[config.mk]
export PLATFORM = sky130hd
export DESIGN_NAME = serial_frame_receiver
export DESIGN_NICKNAME = d
export VERILOG_FILES = /design/src/rtl/serial_link_pkg.sv /design/src/rtl/sipo_shift_reg.sv /design/src/rtl/serial_frame_receiver.sv
export SDC_FILE = /design/constraint.sdc
export NUM_CORES = 1
export LEC_CHECK = 0
export ABC_AREA = 1
export BUFFER_PORTS_ARGS = -buffer_cell sky130_fd_sc_hd__buf_2
export CORE_MARGIN = 2
export CORE_UTILIZATION = 45
export CTS_CLUSTER_DIAMETER = 30
export DETAILED_ROUTE_END_ITERATION = 7
export PLACE_DENSITY = 0.75
export SLEW_MARGIN = 20
export SYNTH_ARGS = -nofsm -noshare
export SYNTH_HDL_FRONTEND = slang
export SYNTH_HIERARCHICAL = 1
export SYNTH_SLANG_ARGS = --single-unit
export TNS_END_PERCENT = 5
[constraint.sdc]
create_clock -name clk -period 1 [get_ports clk]
set_input_delay 0.1 -clock clk [delete_from_list [all_inputs] [get_ports clk]]
set_output_delay 0.1 -clock clk [all_outputs]
set_load 0.02 [all_outputs]
[src/rtl/serial_link_pkg.sv]
// Shared definitions for the one-wire serial link (transmit and receive ends).
// Holds the framing constants, the receiver state type and the default word width.
package serial_link_pkg;

   typedef enum logic [1:0] {
      IDLE,
      DATA,
      STOP
   } state_t;

   localparam logic LINE_IDLE = 1'b1;
   localparam logic START_BIT = 1'b0;
   localparam logic STOP_BIT  = 1'b1;

   localparam int DEFAULT_WIDTH = 8;

endpackage

[src/rtl/sipo_shift_reg.sv]
// Serial-in/parallel-out register. Each enabled shift moves a bit in at the MSB,
// so the first bit shifted in ends up in bit 0 after WIDTH shifts.
module sipo_shift_reg #(
   parameter int WIDTH = 8
) (
   input  logic             clk,
   input  logic             rst_n,
   input  logic             shift_en,
   input  logic             din,
   output logic [WIDTH-1:0] q
);

   always_ff @(posedge clk or negedge rst_n) begin
      if (!rst_n) begin
         q <= '0;
      end else if (shift_en) begin
         q <= {din, q[WIDTH-1:1]};
      end
   end

endmodule

[src/rtl/serial_frame_receiver.sv]
// Receive end of the one-wire serial link. It samples the line on each bit strobe,
// checks start/stop framing and holds finished words behind a valid/ready handshake.
module serial_frame_receiver
   import serial_link_pkg::*;
#(
   parameter int WIDTH = DEFAULT_WIDTH
) (
   input  logic             clk,
   input  logic             rst_n,
   input  logic             bit_en,
   input  logic             sin,
   output logic [WIDTH-1:0] dout,
   output logic             dout_valid,
   input  logic             dout_ready,
   output logic             frame_err,
   output logic             overrun,
   output logic             busy
);

   localparam int            CW       = (WIDTH > 1) ? $clog2(WIDTH) : 1;
   localparam logic [CW-1:0] LAST_BIT = CW'(WIDTH - 1);

   state_t           state;
   state_t           next_state;
   logic [CW-1:0]    bit_cnt;
   logic [WIDTH-1:0] shift_q;
   logic             start_seen;
   logic             shift_en;
   logic             stop_strobe;
   logic             stop_ok;
   logic             load_word;

   assign start_seen  = bit_en && (state == IDLE) && (sin == START_BIT);
   assign shift_en    = bit_en && (state == DATA);
   assign stop_strobe = bit_en && (state == STOP);
   assign stop_ok     = stop_strobe && (sin == STOP_BIT);
   // A held word may be replaced in the same cycle the consumer takes it.
   assign load_word   = stop_ok && (!dout_valid || dout_ready);
   assign busy        = (state != IDLE);

   sipo_shift_reg #(.WIDTH(WIDTH)) u_shift (
      .clk      (clk),
      .rst_n    (rst_n),
      .shift_en (shift_en),
      .din      (sin),
      .q        (shift_q)
   );

   always_ff @(posedge clk or negedge rst_n) begin
      if (!rst_n) begin
         state <= IDLE;
      end else begin
         state <= next_state;
      end
   end

   always_comb begin
      next_state = state;
      case (state)
         IDLE: if (start_seen) next_state = DATA;
         DATA: if (shift_en && (bit_cnt == LAST_BIT)) next_state = STOP;
         STOP: if (bit_en) next_state = IDLE;
         default: next_state = IDLE;
      endcase
   end

   // Counter, output word register, handshake and the one-clock status pulses.
   always_ff @(posedge clk or negedge rst_n) begin
      if (!rst_n) begin
         bit_cnt    <= '0;
         dout       <= '0;
         dout_valid <= 1'b0;
         frame_err  <= 1'b0;
         overrun    <= 1'b0;
      end else begin
         frame_err <= stop_strobe && (sin != STOP_BIT);
         overrun   <= stop_ok && dout_valid && !dout_ready;

         if (start_seen) begin
            bit_cnt <= '0;
         end else if (shift_en) begin
            bit_cnt <= (bit_cnt == LAST_BIT) ? '0 : bit_cnt + CW'(1);
         end

         if (load_word) begin
            dout       <= shift_q;
            dout_valid <= 1'b1;
         end else if (dout_valid && dout_ready) begin
            dout_valid <= 1'b0;
         end
      end
   end

endmodule

==> results.py, run 1 <==
metrics = {
    "outcome": {
        "outcome": "finished, violations left",
        "violations": "negative setup slack",
    },
    "clocking": {
        "path_clk_slew_ns": 0.14,
        "htree_num_levels": 1,
        "clock_path_buffers": 2,
        "cts_num_sinks": 24,
        "root_buffer": "clkbuf_4",
        "worstSkewPairLatency_ns": 0.31,
        "tritoncts": "done",
        "cts_buffers": 3,
    },
    "power": {
        "pwr-share-seq_pct": 46.1,
        "leakage_nw": 0.738,
        "comb_power_share_pct": 30.8,
        "clkPwrFrac_pct": 23.1,
        "power_switching_w": 0.000985,
        "p_per_area_nw_per_um2": 2300,
        "p_int_w": 0.00204,
        "vdd_drop_max_mv": 1.34,
        "p_sw_share_pct": 32.6,
    },
    "floorplan": {
        "coreArea_um2": 2150,
        "io_pins": 17,
        "die_h_um": 51.2,
        "fp.dieW_um": 51.2,
        "rows": 17,
        "dieArea_um2": 2620,
        "floorplan.initialDensity_pct": 46.6,
    },
    "logic_synthesis": {
        "synth-simple-area-share_pct": 32.4,
        "synth_top_family_by_area": "simple AND/OR/NAND/NOR gates",
        "synthXorXnorAreaFrac_pct": 0,
        "synthAdderAreaFrac_pct": 2.50,
        "synthCells": 112,
        "avgSynthCellArea_um2": 8.94,
        "synth_compound_area_share_pct": 0.500,
        "synth.distinct_cells": 14,
        "ys_ff_latch": 24,
        "yosysWarnings": 6,
        "synth.area.mux_share_pct": 0,
        "seq_area_frac_synth_pct": 60.0,
        "synth_fp_nets": 119,
        "mappedNetlistArea_um2": 1000,
    },
    "route": {
        "viasPerCell": 4.81,
        "vias": 813,
        "drt_drc_violations_left": 0,
        "ant_nets": 0,
        "dr.pass1.iters": 5,
        "wl_um": 1970,
        "routedWlPerCell_um": 11.6,
        "drtIter0Drc": 14,
    },
    "global_routing": {
        "grt_pass1_wl_um": 3320,
        "antenna_found_initial": 0,
        "grt_pass1_vias": 782,
        "track_usage_pct": 16.6,
        "grt_start_max_net_pins": 25,
        "overflow": 0,
    },
    "critical_path": {
        "start_kind": "flip-flop",
        "r2r-end": "state[1]",
        "ff2ff_path_depth": 7,
        "r2r_start": "state[1]",
        "path_class": "flip-flop to output port",
        "reg2reg_slack_ns": -0.15,
        "cp_max_fo": 2,
        "cp.arrival_ns": 1.08,
        "endpoint_kind": "output port",
        "critical_path_required_ns": 0.90,
    },
    "cells_and_area": {
        "nets": 149,
        "fillers": 164,
        "layout_commonest_cell": "nand2_1",
        "stdcell_area_um2": 1310,
        "diodes": 0,
        "multiInputGateArea_um2": 394,
        "syn2layout_area_growth_pct": 31.3,
        "seq_area_um2": 601,
        "layout_common_cells": "52 x nand2_1, 24 x dfrtp_1, 13 x buf_2",
        "layout-drive-gt1-share_pct": 29.8,
    },
    "sta": {
        "period_share_pct": 118,
        "finalSetupViolations": 24,
        "hold_viol": 0,
        "max_slew_margin_pct": 65.0,
        "fmax_ghz": 0.845,
        "min_period_ns": 1.18,
        "setup_tns_ns": -2.60,
        "finalMaxSlewViolations": 0,
        "fin_skew_ns": 0.00349,
        "worstMarginPinSlew_ns": 0.524,
        "layout_setup_ws_ns": -0.184,
        "rsz0062_at_grt": "true",
    },
    "placed_design": {
        "placed_cell_area_um2": 1150,
        "port_buffers": 16,
        "place_congestion": 0.808,
        "dp_hpwl_um": 1310,
        "preCtsSetupSlack_ns": -0.0845,
    },
    "hold_path": {
        "holdCritPathClass": "primary input to flip-flop",
        "min_path_cells": 3,
        "holdPathEnd": "u_shift/q[7]",
        "min_from": "sin",
    },
    "job": {
        "cap_violations": 0,
    },
}
==> power groups by stage <==
stage | logic (W) | registers (W) | clock network [W]
4_1_cts | 0.000849 | 0.00138 | 0.000712
6_report | 0.000931 | 0.00140 | 0.000700
2_1_floorplan | 0.000466 | 0.00140 | 0
3_5_place_dp | 0.000705 | 0.00141 | 0
3_3_place_gp | 0.000677 | 0.00140 | 0
5_1_grt | 0.00106 | 0.00142 | 0.000739
==> cell families (layout without fill, tap and decap cells) <==
logic type,Yosys count,after routing
simple gates,75,75
flops,24,24
buf+inv,10,39
fa+ha+maj,2,2
compound gates,1,1
==> state kept, by name, summed over array words and instances, names as in the netlist <==
name and flops:
dout_valid 1, frame_err 1, dout 8, overrun 1, u_shift/q 8, bit_cnt 3
state 2
==> per-layer routing <==
layer  vias to the layer above  global-route usage, %  share of wire, %
met5                         -                      0                 0
met4                         0                   5.41              0.61
met3                         2                   1.75               2.7
met2                        16                   29.9                52
met1                       386                   20.8                45
li1                        409                      -                 -
==> synthesized netlist by cell type, drive strengths merged <==
cell type   n  share of area, %
buf         2               1.6
dfrtp      24                60
ha          2               2.5
inv         8               3.0
nand2      54                21
nand3      14               8.3
nor2        5               2.6
nor3        2               1.0
o21ai       1              0.50
==> stage by stage <==
stage	power, W	instances	hold slack [ns]	utilization (%)
6_report	0.00303	169	0.0725	61.2
3_5_place_dp	0.00212	160	0.106	53.8
4_1_cts	0.00294	169	0.0503	59.2
5_1_grt	0.00322	169	0.0716	61.2
2_1_floorplan	0.00186	112	-0.196	-
3_3_place_gp	0.00208	160	0.107	53.8
==> final cells by class <==
class                      instances  area share (%)
multi-input combinational         78            30.0
timing repair buffer              27            14.8
sequential                        24            45.7
tap                               28            2.67
clock inverter                     1            2.29
inverter                           8            2.86
clock buffer                       3            1.71
==> critical path, cell delays in order, from the launching register on <==
cell and delay [ns]:
dfrtp_1 0.43, nor2_2 0.15, inv_1 0.06, buf_6 0.13
==> worst max-delay path by stage <==
stage	from	slack, ns	endpoint
after floorplan	bit_cnt[0]	-0.002	bit_cnt[2]
after global routing	state[0]	-0.21	busy
after detailed placement	bit_cnt[1]	-0.08	bit_cnt[0]
after CTS	state[1]	-0.15	busy
after global placement	bit_cnt[1]	-0.02	bit_cnt[0]
final	state[0]	-0.18	busy
==> timing repair <==
item | in CTS | in global routing
hold buffers | 2 | 0
pin swaps | 1 | 2
hold endpoints to repair | 25 | 0
gates resized for setup | 8 | 9
endpoints found under the setup margin | 19 | 30
setup buffers | 3 | 0
No activity file was read; power rests on OpenSTA's default activity.
==> inputs of run 2 (changes only) <==
--- a/config.mk
+++ b/config.mk
@@ -15,6 +15,5 @@
 export SLEW_MARGIN = 20
 export SYNTH_ARGS = -nofsm -noshare
 export SYNTH_HDL_FRONTEND = slang
-export SYNTH_HIERARCHICAL = 1
 export SYNTH_SLANG_ARGS = --single-unit
 export TNS_END_PERCENT = 5
==> run 2 against run 1 <==
The run still ends with negative setup slack left. Cell area down 2.2%. Sequential share of layout area rose by 1.1 points. Critical path depth increased by 1. Global-route usage is 0.26 points lower. Register-to-register slack better by 0.10 ns. Cell count decreased by 4.1%. Total power decreased by 8.4%. Sequential power hardly changed. Combinational power decreased by 9.0%. Clock skew decreased by 0.0010 ns.
==> results.py, run 2 <==
metrics = {
    "logic_synthesis": {
        "synth.distinct_cells": 17,
        "synth_area_leaders": "dfrtp_1 59%, nand2_1 13%, nand3_1 6.4%",
        "synth_edf_count": 0,
        "synthMostInstantiatedCell": "nand2_1",
        "post-synth-top-area-fraction_pct": 58.8,
        "mappedNetlistArea_um2": 1020,
        "synth_flop_cell": "dfrtp_1",
        "synthCells": 108,
        "seq_area_frac_synth_pct": 58.8,
        "synth_fp_nets": 115,
        "ys_ff_latch": 24,
        "yosysWarnings": 0,
        "avgSynthCellArea_um2": 9.45,
        "yosys.area.top_type": "dfrtp_1",
        "synth_commonest_cells": "36 x nand2_1, 24 x dfrtp_1, 13 x nand3_1",
        "synthArstFlopShare_pct": 100,
    },
    "cells_and_area": {
        "layout_commonest_cell": "nand2_1",
        "final_cells": 162,
        "multiInputGateArea_um2": 390,
        "stdcell_area_um2": 1280,
        "seq_area_um2": 602,
        "layout_common_cells": "35 x nand2_1, 23 x dfrtp_1, 13 x nand3_1, 13 x buf_2, 9 x inv_1",
        "fillers": 191,
        "top_regs": "dout: 8 flops, u_shift.q: 8 flops, bit_cnt: 3 flops",
        "nets": 142,
        "syn2layout_area_growth_pct": 25.9,
        "post-route-util_pct": 59.2,
        "layout-drive-gt1-share_pct": 32.1,
        "diodes": 0,
    },
    "critical_path": {
        "critical_path_required_ns": 0.90,
        "path_class": "flip-flop to output port",
        "endpoint_kind": "output port",
        "start_kind": "flip-flop",
        "cp-startpoint": "state[1]",
        "cp_max_fo": 2,
        "cp.arrival_ns": 1.09,
        "r2r_start": "state[1]",
    },
    "clocking": {
        "worstSkewPairLatency_ns": 0.31,
        "htree_num_levels": 1,
        "path_clk_slew_ns": 0.13,
        "cts_setup_buffers": 0,
        "root_buffer": "clkbuf_4",
        "cts_buffers": 3,
        "tritoncts": "done",
        "cts_num_sinks": 24,
        "clock_path_buffers": 2,
    },
    "floorplan": {
        "fp.dieW_um": 51.6,
        "die_h_um": 51.6,
        "io_pins": 17,
        "dieArea_um2": 2670,
        "rows": 17,
        "floorplan.initialDensity_pct": 47.1,
        "coreArea_um2": 2170,
    },
    "sta": {
        "period_share_pct": 119,
        "finalSetupViolations": 18,
        "finalMaxSlewViolations": 0,
        "setup_tns_ns": -0.818,
        "min_period_ns": 1.19,
        "fin_skew_ns": 0.00246,
        "fmax_ghz": 0.837,
        "worstMarginPinSlew_ns": 0.518,
        "max_slew_margin_pct": 65.4,
        "layout_setup_ws_ns": -0.194,
        "rsz0062_at_grt": "true",
        "fin_hold_ws_ns": 0.0843,
        "hold_viol": 0,
    },
    "placed_design": {
        "place_congestion": 0.725,
        "dpl.cell_count": 156,
        "dp_hpwl_um": 1290,
        "port_buffers": 16,
        "placed_cell_area_um2": 1170,
    },
    "global_routing": {
        "grt_pass1_vias": 755,
        "grt_pass1_wl_um": 3230,
        "antenna_found_initial": 0,
        "grt_start_max_net_pins": 25,
        "track_usage_pct": 16.4,
        "overflow": 0,
    },
    "power": {
        "vdd_drop_max_mv": 1.32,
        "p_per_area_nw_per_um2": 2160,
        "leakage_nw": 0.684,
    },
    "route": {
        "routedWlPerCell_um": 11.4,
        "wl_um": 1840,
        "drt_drc_violations_left": 0,
        "drtIter0Drc": 15,
        "ant_nets": 0,
        "vias": 788,
        "viasPerCell": 4.86,
        "dr.pass1.iters": 4,
    },
    "outcome": {
        "violations": "negative setup slack",
        "outcome": "finished, violations left",
    },
    "hold_path": {
        "min_from": "bit_en",
        "holdCritPathClass": "primary input to flip-flop",
    },
    "job": {
        "cap_violations": 0,
    },
}
-- run 2: changes by cell type in the layout (fill, tap and decap cells not counted), sizes merged --
cell	before	now
buf	25	23
bufinv	1	0
clkbuf	3	4
clkinv	0	1
inv	8	10
nand2	54	37
nand3	14	15
o21ai	1	9
-- run 2: timing repair --
action,4_1_cts,5_1_grt
gates resized for setup,8,9
endpoints found under the setup margin,18,32
pin swaps,2,0
hold buffers,2,0
endpoints found under the hold margin,25,0
-- run 2: worst paths after layout --
path / end / slack (ns) / depth (start not counted)
worst max-delay path: busy / -0.19 / 4
worst min-delay path: state[1] / 0.08 / 2
worst max register to register: u_shift.q[4] / -0.05 / 5
worst min register to register: dout[6] / 0.48 / 2
max in group asynchronous: state[0] / 0.35 / 2
min in group asynchronous: bit_cnt[0] / 0.27 / 2
-- run 2: power breakdown --
part / leakage [nW] / total [W] / switching (W) / internal (W)
Clock: 0.0210 / 0.000514 / 0.000292 / 0.000222
Combinational: 0.348 / 0.000847 / 0.000468 / 0.000378
Sequential: 0.316 / 0.00141 / 0.000193 / 0.00122
Total: 0.684 / 0.00277 / 0.000954 / 0.00182
-- run 2: kinds of logic after synthesis --
| kind of cell | after synthesis | synth area share, % |
|---|---|---|
| buffers and inverters | 14 | 6.37 |
| AO/OA/AOI/OAI | 9 | 5.88 |
| adder cells (fa/ha/maj) | 2 | 2.45 |
| AND/OR/NAND/NOR | 59 | 26.5 |
| flip-flops | 24 | 58.8 |
-- run 2: area by class of cell --
type                       count  area share, %
multi-input combinational     70           30.4
tap                           28           2.73
sequential                    24           46.8
inverter                      11           3.60
clock buffer                   4           2.82
timing repair buffer          25           13.6
-- run 2: metrics by stage --
step	power [W]	worst slack, ns
finish	0.00277	-0.194
global route	0.00296	-0.234
CTS	0.00275	-0.209
detailed placement	0.00215	-0.0446
global placement	0.00212	-0.0466
floorplan	0.00192	0.0106
-- run 2: critical path, cell delays in order, from the launching register on --
cell and delay (ns):
dfrtp_1 0.41, buf_6 0.13, nor2_4 0.08, inv_2 0.04, buf_6 0.12
-- run 2: routing by layer --
metal  track usage (%)  wire (um)  vias up
met5                 0          0        -
met4              7.89         17        0
met3              2.59         63        2
met2              28.2        927       14
met1              20.0        831      379
li1                  -          -      393
